File: src/rtl/ttc_cmd_scheduler_if.sv
// Signal bundle between the TTC command scheduler and its surroundings:
// external TTC strobes, the slow-control request channel and the merged outputs.
interface ttc_cmd_scheduler_if #(
  parameter int unsigned MXBXN = 12,
  parameter int unsigned MXDLY = 8,
  parameter int unsigned MXCOL = 16
);
  logic [MXBXN-1:0] bxn_counter;
  logic             ext_bx0;
  logic             ext_resync;
  logic             ext_l1a;
  logic             ext_calpulse;
  logic             ext_mask;
  logic             sw_req;
  logic [1:0]       sw_cmd;
  logic [MXBXN-1:0] sw_bx;
  logic             cal_l1a_en;
  logic [MXDLY-1:0] cal_l1a_delay;
  logic             ttc_bx0;
  logic             ttc_resync;
  logic             ttc_l1a;
  logic             ttc_calpulse;
  logic             sw_busy;
  logic             sw_done;
  logic             sw_abort;
  logic             sw_err;
  logic [MXCOL-1:0] collision_cnt;

  modport master (
    output bxn_counter, ext_bx0, ext_resync, ext_l1a, ext_calpulse, ext_mask,
    output sw_req, sw_cmd, sw_bx, cal_l1a_en, cal_l1a_delay,
    input  ttc_bx0, ttc_resync, ttc_l1a, ttc_calpulse,
    input  sw_busy, sw_done, sw_abort, sw_err, collision_cnt
  );

  modport slave (
    input  bxn_counter, ext_bx0, ext_resync, ext_l1a, ext_calpulse, ext_mask,
    input  sw_req, sw_cmd, sw_bx, cal_l1a_en, cal_l1a_delay,
    output ttc_bx0, ttc_resync, ttc_l1a, ttc_calpulse,
    output sw_busy, sw_done, sw_abort, sw_err, collision_cnt
  );
endinterface

File: src/rtl/ttc_cmd_scheduler.sv
// Merges external TTC commands with one locally scheduled command fired at a target BX,
// optionally followed by a delayed L1A after a local calpulse.
module ttc_cmd_scheduler #(
  parameter int unsigned MXBXN     = 12,
  parameter int unsigned LHC_CYCLE = 3564,
  parameter int unsigned MXDLY     = 8,
  parameter int unsigned MXCOL     = 16,
  parameter int unsigned TIMEOUT   = 7128
) (
  input logic                clock,
  input logic                reset,
  ttc_cmd_scheduler_if.slave bus
);

  localparam int unsigned TmoW = $clog2(TIMEOUT);

  typedef enum logic [2:0] {StIdle, StArmed, StCalWait, StDone, StAbort} state_e;

  state_e           state_q, state_d;
  logic [1:0]       cmd_q, cmd_d;
  logic [MXBXN-1:0] bx_q, bx_d;
  logic [MXDLY-1:0] dly_q, dly_d;
  logic [MXDLY-1:0] cnt_q, cnt_d;
  logic [TmoW-1:0]  tmo_q, tmo_d;
  logic             pend_q, pend_d;
  logic [MXCOL-1:0] col_q, col_d;
  logic             err_q, err_d;
  // Bit order matches sw_cmd encoding: 0 resync, 1 bx0, 2 calpulse, 3 l1a
  logic [3:0]       ttc_q, ttc_d;

  logic [3:0] ext_vec;
  logic [3:0] loc;
  logic       ext_any;
  logic       fire;
  logic       defer;

  assign ext_vec = {bus.ext_l1a, bus.ext_calpulse, bus.ext_bx0, bus.ext_resync}
                   & {4{~bus.ext_mask}};
  assign ext_any = |ext_vec;
  assign fire    = (bus.bxn_counter == bx_q) || pend_q;

  always_comb begin
    state_d = state_q;
    cmd_d   = cmd_q;
    bx_d    = bx_q;
    dly_d   = dly_q;
    cnt_d   = cnt_q;
    tmo_d   = tmo_q;
    pend_d  = pend_q;
    loc     = '0;
    defer   = 1'b0;

    unique case (state_q)
      StIdle: begin
        if (bus.sw_req) begin
          cmd_d   = bus.sw_cmd;
          bx_d    = (32'(bus.sw_bx) >= LHC_CYCLE) ? MXBXN'(LHC_CYCLE - 1) : bus.sw_bx;
          dly_d   = (bus.cal_l1a_delay == '0) ? MXDLY'(1) : bus.cal_l1a_delay;
          tmo_d   = '0;
          pend_d  = 1'b0;
          state_d = StArmed;
        end
      end
      StArmed: begin
        if (ext_vec[0]) begin
          pend_d  = 1'b0;
          state_d = StAbort;
        end else if (fire && !ext_any) begin
          loc[cmd_q] = 1'b1;
          pend_d     = 1'b0;
          if (cmd_q == 2'd2 && bus.cal_l1a_en) begin
            // Load delay-1 so the L1A output lands exactly dly cycles after the calpulse output
            cnt_d   = dly_q - MXDLY'(1);
            state_d = StCalWait;
          end else begin
            state_d = StDone;
          end
        end else if (tmo_q == TmoW'(TIMEOUT - 1)) begin
          pend_d  = 1'b0;
          state_d = StAbort;
        end else begin
          tmo_d = tmo_q + TmoW'(1);
          if (fire) begin
            pend_d = 1'b1;
            defer  = 1'b1;
          end
        end
      end
      StCalWait: begin
        if (ext_vec[0]) begin
          state_d = StAbort;
        end else if (cnt_q != '0) begin
          cnt_d = cnt_q - MXDLY'(1);
        end else if (!ext_any) begin
          loc[3]  = 1'b1;
          state_d = StDone;
        end else begin
          defer = 1'b1;
        end
      end
      StDone:  state_d = StIdle;
      StAbort: state_d = StIdle;
      default: state_d = StIdle;
    endcase

    col_d = (defer && (col_q != '1)) ? col_q + MXCOL'(1) : col_q;
    err_d = bus.sw_req && (state_q != StIdle);
    ttc_d = ext_vec | loc;
  end

  always_ff @(posedge clock or posedge reset) begin
    if (reset) begin
      state_q <= StIdle;
      cmd_q   <= '0;
      bx_q    <= '0;
      dly_q   <= '0;
      cnt_q   <= '0;
      tmo_q   <= '0;
      pend_q  <= 1'b0;
      col_q   <= '0;
      err_q   <= 1'b0;
      ttc_q   <= '0;
    end else begin
      state_q <= state_d;
      cmd_q   <= cmd_d;
      bx_q    <= bx_d;
      dly_q   <= dly_d;
      cnt_q   <= cnt_d;
      tmo_q   <= tmo_d;
      pend_q  <= pend_d;
      col_q   <= col_d;
      err_q   <= err_d;
      ttc_q   <= ttc_d;
    end
  end

  assign bus.ttc_resync    = ttc_q[0];
  assign bus.ttc_bx0       = ttc_q[1];
  assign bus.ttc_calpulse  = ttc_q[2];
  assign bus.ttc_l1a       = ttc_q[3];
  assign bus.sw_busy       = (state_q != StIdle);
  assign bus.sw_done       = (state_q == StDone);
  assign bus.sw_abort      = (state_q == StAbort);
  assign bus.sw_err        = err_q;
  assign bus.collision_cnt = col_q;

endmodule

File: src/flat_wrapper.sv
// flat-port wrapper written by rule: the top's interface ports become plain ports
module ttc_cmd_scheduler_flat 
#(
  parameter int unsigned MXBXN     = 12,
  parameter int unsigned LHC_CYCLE = 3564,
  parameter int unsigned MXDLY     = 8,
  parameter int unsigned MXCOL     = 16,
  parameter int unsigned TIMEOUT   = 7128
)
  (clock, reset, bus_bxn_counter, bus_ext_bx0, bus_ext_resync, bus_ext_l1a, bus_ext_calpulse, bus_ext_mask, bus_sw_req, bus_sw_cmd, bus_sw_bx, bus_cal_l1a_en, bus_cal_l1a_delay, bus_ttc_bx0, bus_ttc_resync, bus_ttc_l1a, bus_ttc_calpulse, bus_sw_busy, bus_sw_done, bus_sw_abort, bus_sw_err, bus_collision_cnt);
  ttc_cmd_scheduler_if #(.MXBXN(MXBXN), .MXDLY(MXDLY), .MXCOL(MXCOL)) bus_i ();
  input logic clock;
  input logic reset;
  input wire logic [$bits(bus_i.bxn_counter)-1:0] bus_bxn_counter;
  input wire logic [$bits(bus_i.ext_bx0)-1:0] bus_ext_bx0;
  input wire logic [$bits(bus_i.ext_resync)-1:0] bus_ext_resync;
  input wire logic [$bits(bus_i.ext_l1a)-1:0] bus_ext_l1a;
  input wire logic [$bits(bus_i.ext_calpulse)-1:0] bus_ext_calpulse;
  input wire logic [$bits(bus_i.ext_mask)-1:0] bus_ext_mask;
  input wire logic [$bits(bus_i.sw_req)-1:0] bus_sw_req;
  input wire logic [$bits(bus_i.sw_cmd)-1:0] bus_sw_cmd;
  input wire logic [$bits(bus_i.sw_bx)-1:0] bus_sw_bx;
  input wire logic [$bits(bus_i.cal_l1a_en)-1:0] bus_cal_l1a_en;
  input wire logic [$bits(bus_i.cal_l1a_delay)-1:0] bus_cal_l1a_delay;
  output wire logic [$bits(bus_i.ttc_bx0)-1:0] bus_ttc_bx0;
  output wire logic [$bits(bus_i.ttc_resync)-1:0] bus_ttc_resync;
  output wire logic [$bits(bus_i.ttc_l1a)-1:0] bus_ttc_l1a;
  output wire logic [$bits(bus_i.ttc_calpulse)-1:0] bus_ttc_calpulse;
  output wire logic [$bits(bus_i.sw_busy)-1:0] bus_sw_busy;
  output wire logic [$bits(bus_i.sw_done)-1:0] bus_sw_done;
  output wire logic [$bits(bus_i.sw_abort)-1:0] bus_sw_abort;
  output wire logic [$bits(bus_i.sw_err)-1:0] bus_sw_err;
  output wire logic [$bits(bus_i.collision_cnt)-1:0] bus_collision_cnt;
  assign bus_i.bxn_counter = bus_bxn_counter;
  assign bus_i.ext_bx0 = bus_ext_bx0;
  assign bus_i.ext_resync = bus_ext_resync;
  assign bus_i.ext_l1a = bus_ext_l1a;
  assign bus_i.ext_calpulse = bus_ext_calpulse;
  assign bus_i.ext_mask = bus_ext_mask;
  assign bus_i.sw_req = bus_sw_req;
  assign bus_i.sw_cmd = bus_sw_cmd;
  assign bus_i.sw_bx = bus_sw_bx;
  assign bus_i.cal_l1a_en = bus_cal_l1a_en;
  assign bus_i.cal_l1a_delay = bus_cal_l1a_delay;
  assign bus_ttc_bx0 = bus_i.ttc_bx0;
  assign bus_ttc_resync = bus_i.ttc_resync;
  assign bus_ttc_l1a = bus_i.ttc_l1a;
  assign bus_ttc_calpulse = bus_i.ttc_calpulse;
  assign bus_sw_busy = bus_i.sw_busy;
  assign bus_sw_done = bus_i.sw_done;
  assign bus_sw_abort = bus_i.sw_abort;
  assign bus_sw_err = bus_i.sw_err;
  assign bus_collision_cnt = bus_i.collision_cnt;
  ttc_cmd_scheduler #(.MXBXN(MXBXN), .LHC_CYCLE(LHC_CYCLE), .MXDLY(MXDLY), .MXCOL(MXCOL), .TIMEOUT(TIMEOUT)) u_core (.clock(clock), .reset(reset), .bus(bus_i));
endmodule
File: config.mk
export PLATFORM = sky130hd
export DESIGN_NAME = ttc_cmd_scheduler_flat
export DESIGN_NICKNAME = d
export VERILOG_FILES = /design/src/rtl/ttc_cmd_scheduler_if.sv /design/src/rtl/ttc_cmd_scheduler.sv /design/src/flat_wrapper.sv
export SDC_FILE = /design/constraint.sdc
export NUM_CORES = 1
export LEC_CHECK = 0
export ABC_CLOCK_PERIOD_IN_PS = 2700
export CORE_ASPECT_RATIO = 2
export CORE_MARGIN = 2
export CORE_UTILIZATION = 50
export DETAILED_ROUTE_END_ITERATION = 6
export DONT_BUFFER_PORTS = 1
export PLACE_DENSITY = 0.67
export REMOVE_ABC_BUFFERS = 1
export SYNTH_ARGS = -nofsm -noshare
export SYNTH_HDL_FRONTEND = slang
export SYNTH_SLANG_ARGS = --single-unit
File: constraint.sdc
create_clock -name clock -period 2.7 [get_ports clock]
set_input_delay 0.81 -clock clock [delete_from_list [all_inputs] [get_ports clock]]
set_output_delay 0.81 -clock clock [all_outputs]
set_load 0.005 [all_outputs]
==> results.json <==
{
  "status": "finished, final reports clean",
  "synth_top_area_share_pct": 43.3,
  "ys.flop_type": "dfrtp_1",
  "place_hpwl_mm": 7.20,
  "grt_max_degree": 69,
  "crit_start": "u_core.state_q[1]",
  "ys_warn_count": 0,
  "hold_class": "input pin to async pin",
  "fmax_ghz": 0.411,
  "cts_sinks": 68,
  "async_flop_share_pct": 100,
  "timing.rr.start": "u_core.state_q[1]",
  "layout-drive-gt1-share_pct": 12.7,
  "grt_pass1_wl_mm": 15.7,
  "synth_edf_count": 0,
  "cts_buffer_depth": 2,
  "routed_wirelength_mm": 9.64,
  "vias_per_cell": 6.08,
  "yosysTopAreaCell": "dfrtp_1",
  "fin_setup_tns_ns": 0,
  "finalSetupViolations": 0,
  "rsz0062_at_grt": "false",
  "fp-row-count": 45,
  "period_needed_ns": 2.43,
  "ioPinCount": 67,
  "core_um2": 7600,
  "cp_data_arrival_time_ns": 2.68,
  "root_buffer": "clkbuf_16",
  "yosysSeqAreaShare_pct": 43.3,
  "postCtsSetupRepairBufs": 0,
  "yosysMostFrequentCell": "dfrtp_1",
  "place.gp.congestion": 0.879,
  "worstSetupPathType": "register to register",
  "period_share_pct": 90.0,
  "grt_use_total_pct": 24.5,
  "dp_cells": 503,
  "dieArea_um2": 8630,
  "synth_area_per_cell_um2": 9.52,
  "antenna_left": 0,
  "portBuffers": 0,
  "drc": 0,
  "startpoint_type": "register",
  "vias": 3152,
  "start_util_pct": 51.7,
  "overflow": 0,
  "nets": 466,
  "peakVddDrop_mv": 0.442,
  "final_hold_viol_count": 0,
  "cts_buffers": 9,
  "antenna_found_initial": 0,
  "htreeDepth": 3,
  "powerDensity_nw_per_um2": 829,
  "die_h_um": 129,
  "tightest_slew_ns": 0.653,
  "relSlewSlack_pct": 56.2,
  "crit_required_ns": 2.95,
  "drtPass1Iterations": 4,
  "die_x_um": 66.7,
  "area_growth_pct": 10.5,
  "synthDistinctLibCells": 64,
  "ys_ff_latch": 68,
  "insertion_delay_ns": 0.34,
  "insertedDiodeCount": 0,
  "ys_top_cells_by_count": "68 x dfrtp_1, 63 x nand2_1, 26 x nor2_1, 26 x xnor2_1, 19 x o21ai_0",
  "drt-initial-drc-count": 195,
  "cap_violations": 0,
  "slew_viol_final": 0,
  "worst-path-max-fanout": 10,
  "synth_cells": 413,
  "rr_worst_depth": 7,
  "final_cells": 518,
  "leakagePower_uw": 0.00183,
  "tritoncts": "built",
  "syn-cell-area_um2": 3930,
  "clk_pin_slew_ns": 0.06,
  "synth_area_leaders": "dfrtp_1 43%, nand2_1 6.0%, xnor2_1 5.8%",
  "wire_per_inst_um": 18.6,
  "skew_ns": 0.00740,
  "grt_pass1_vias": 3218,
  "setup.worst_path.end_class": "register"
}
==> logic make-up after synthesis <==
logic type / synth area share (%)
DFF: 43.3
muxes: 2.83
and+or+nand+nor: 26.2
xor gates and xnor gates: 6.46
buffers and inverters: 4.42
adders and majority gates: 0.955
AOI/OAI and AO/OA: 15.9
==> layout by cell type (no fill, tap or decap), types with 4 or more instances in the layout <==
cell and instances:
nand4_1 12, o21ai_0 19, and3_1 12, xnor2_1 26, o22a_1 6, buf_4 16, nand2_1 63, nor4_1 4
inv_1 11, o211ai_1 4, a21oi_1 16, nor2_1 26, or3_1 9, mux2i_1 7, nand3_1 16, o31ai_1 5
clkbuf_16 9, dfrtp_1 68, nor3_1 14
==> worst max-delay path: stages, from the launching register on <==
cell	delay (ns)
dfrtp_1	0.57
nor3b_4	0.42
mux2i_1	0.30
ha_1	0.38
o21ai_0	0.23
nand3b_1	0.14
o21ai_0	0.09
nor3_1	0.21
==> metal layers <==
metal  up-vias  global-route usage [%]  share of wire, %  wire (um)
li1       1509                       -                 -          -
met1      1543                    24.9                35       3380
met2        79                    44.6                58       5560
met3        21                    5.99               3.8        365
met4         0                    12.8               3.5        333
met5         -                       0                 0          0
==> per-stage QoR <==
stage / area (um2) / power (uW) / util [%] / worst slack (ns) / hold slack [ns]
finish: 4340 / 3600 / 57.2 / 0.270 / 0.408
global placement: 4060 / 2490 / 53.4 / 0.169 / 0.481
CTS: 4340 / 3620 / 57.1 / 0.175 / 0.441
detailed placement: 4060 / 2520 / 53.4 / 0.173 / 0.491
floorplan: 3800 / 2190 / - / 0.178 / 0.460
global route: 4340 / 3810 / 57.2 / 0.0392 / 0.464
==> sequential cells by signal, indices dropped and copies added, names as in the netlist <==
| register | flops |
|---|---|
| u_core.pend_q | 1 |
| u_core.tmo_q | 13 |
| u_core.dly_q | 8 |
| u_core.bus.collision_cnt | 16 |
| u_core.bx_q | 12 |
| u_core.cnt_q | 8 |
| u_core.ttc_q | 4 |
| u_core.cmd_q | 2 |
| u_core.bus.sw_err | 1 |
| u_core.state_q | 3 |
==> path summary, 6_finish.rpt <==
kind / to / slack [ns]
hold / removal: u_core.tmo_q[7] / 0.41
max in group asynchronous: u_core.bx_q[7] / 1.97
hold reg to reg: u_core.bx_q[4] / 0.51
setup / recovery: u_core.cnt_q[6] / 0.27
min in group clock: u_core.bx_q[4] / 0.51
setup reg to reg: u_core.cnt_q[6] / 0.27
==> what timing repair did <==
action	in CTS	in global routing
setup endpoints to repair	0	1
hold endpoints to repair	0	0
hold buffers	0	0
gates resized for setup	0	1
==> layout make-up <==
class	count	area [um2]
well taps	94	118
inverters	12	45.0
fillers	689	3260
flip-flops and latches	68	1700
multi-input cells	312	2060
clock buffers	11	253
clock inverters	4	25.0
repair buffers	17	140
==> power by group <==
group | internal (uW) | leakage, uW | switching (uW) | total, uW
Clock | 662 | 0.000133 | 427 | 1090
Sequential | 1250 | 0.000880 | 274 | 1520
Combinational | 450 | 0.000814 | 540 | 990
Total | 2360 | 0.00183 | 1240 | 3600
(Power assumes the default switching activity.)
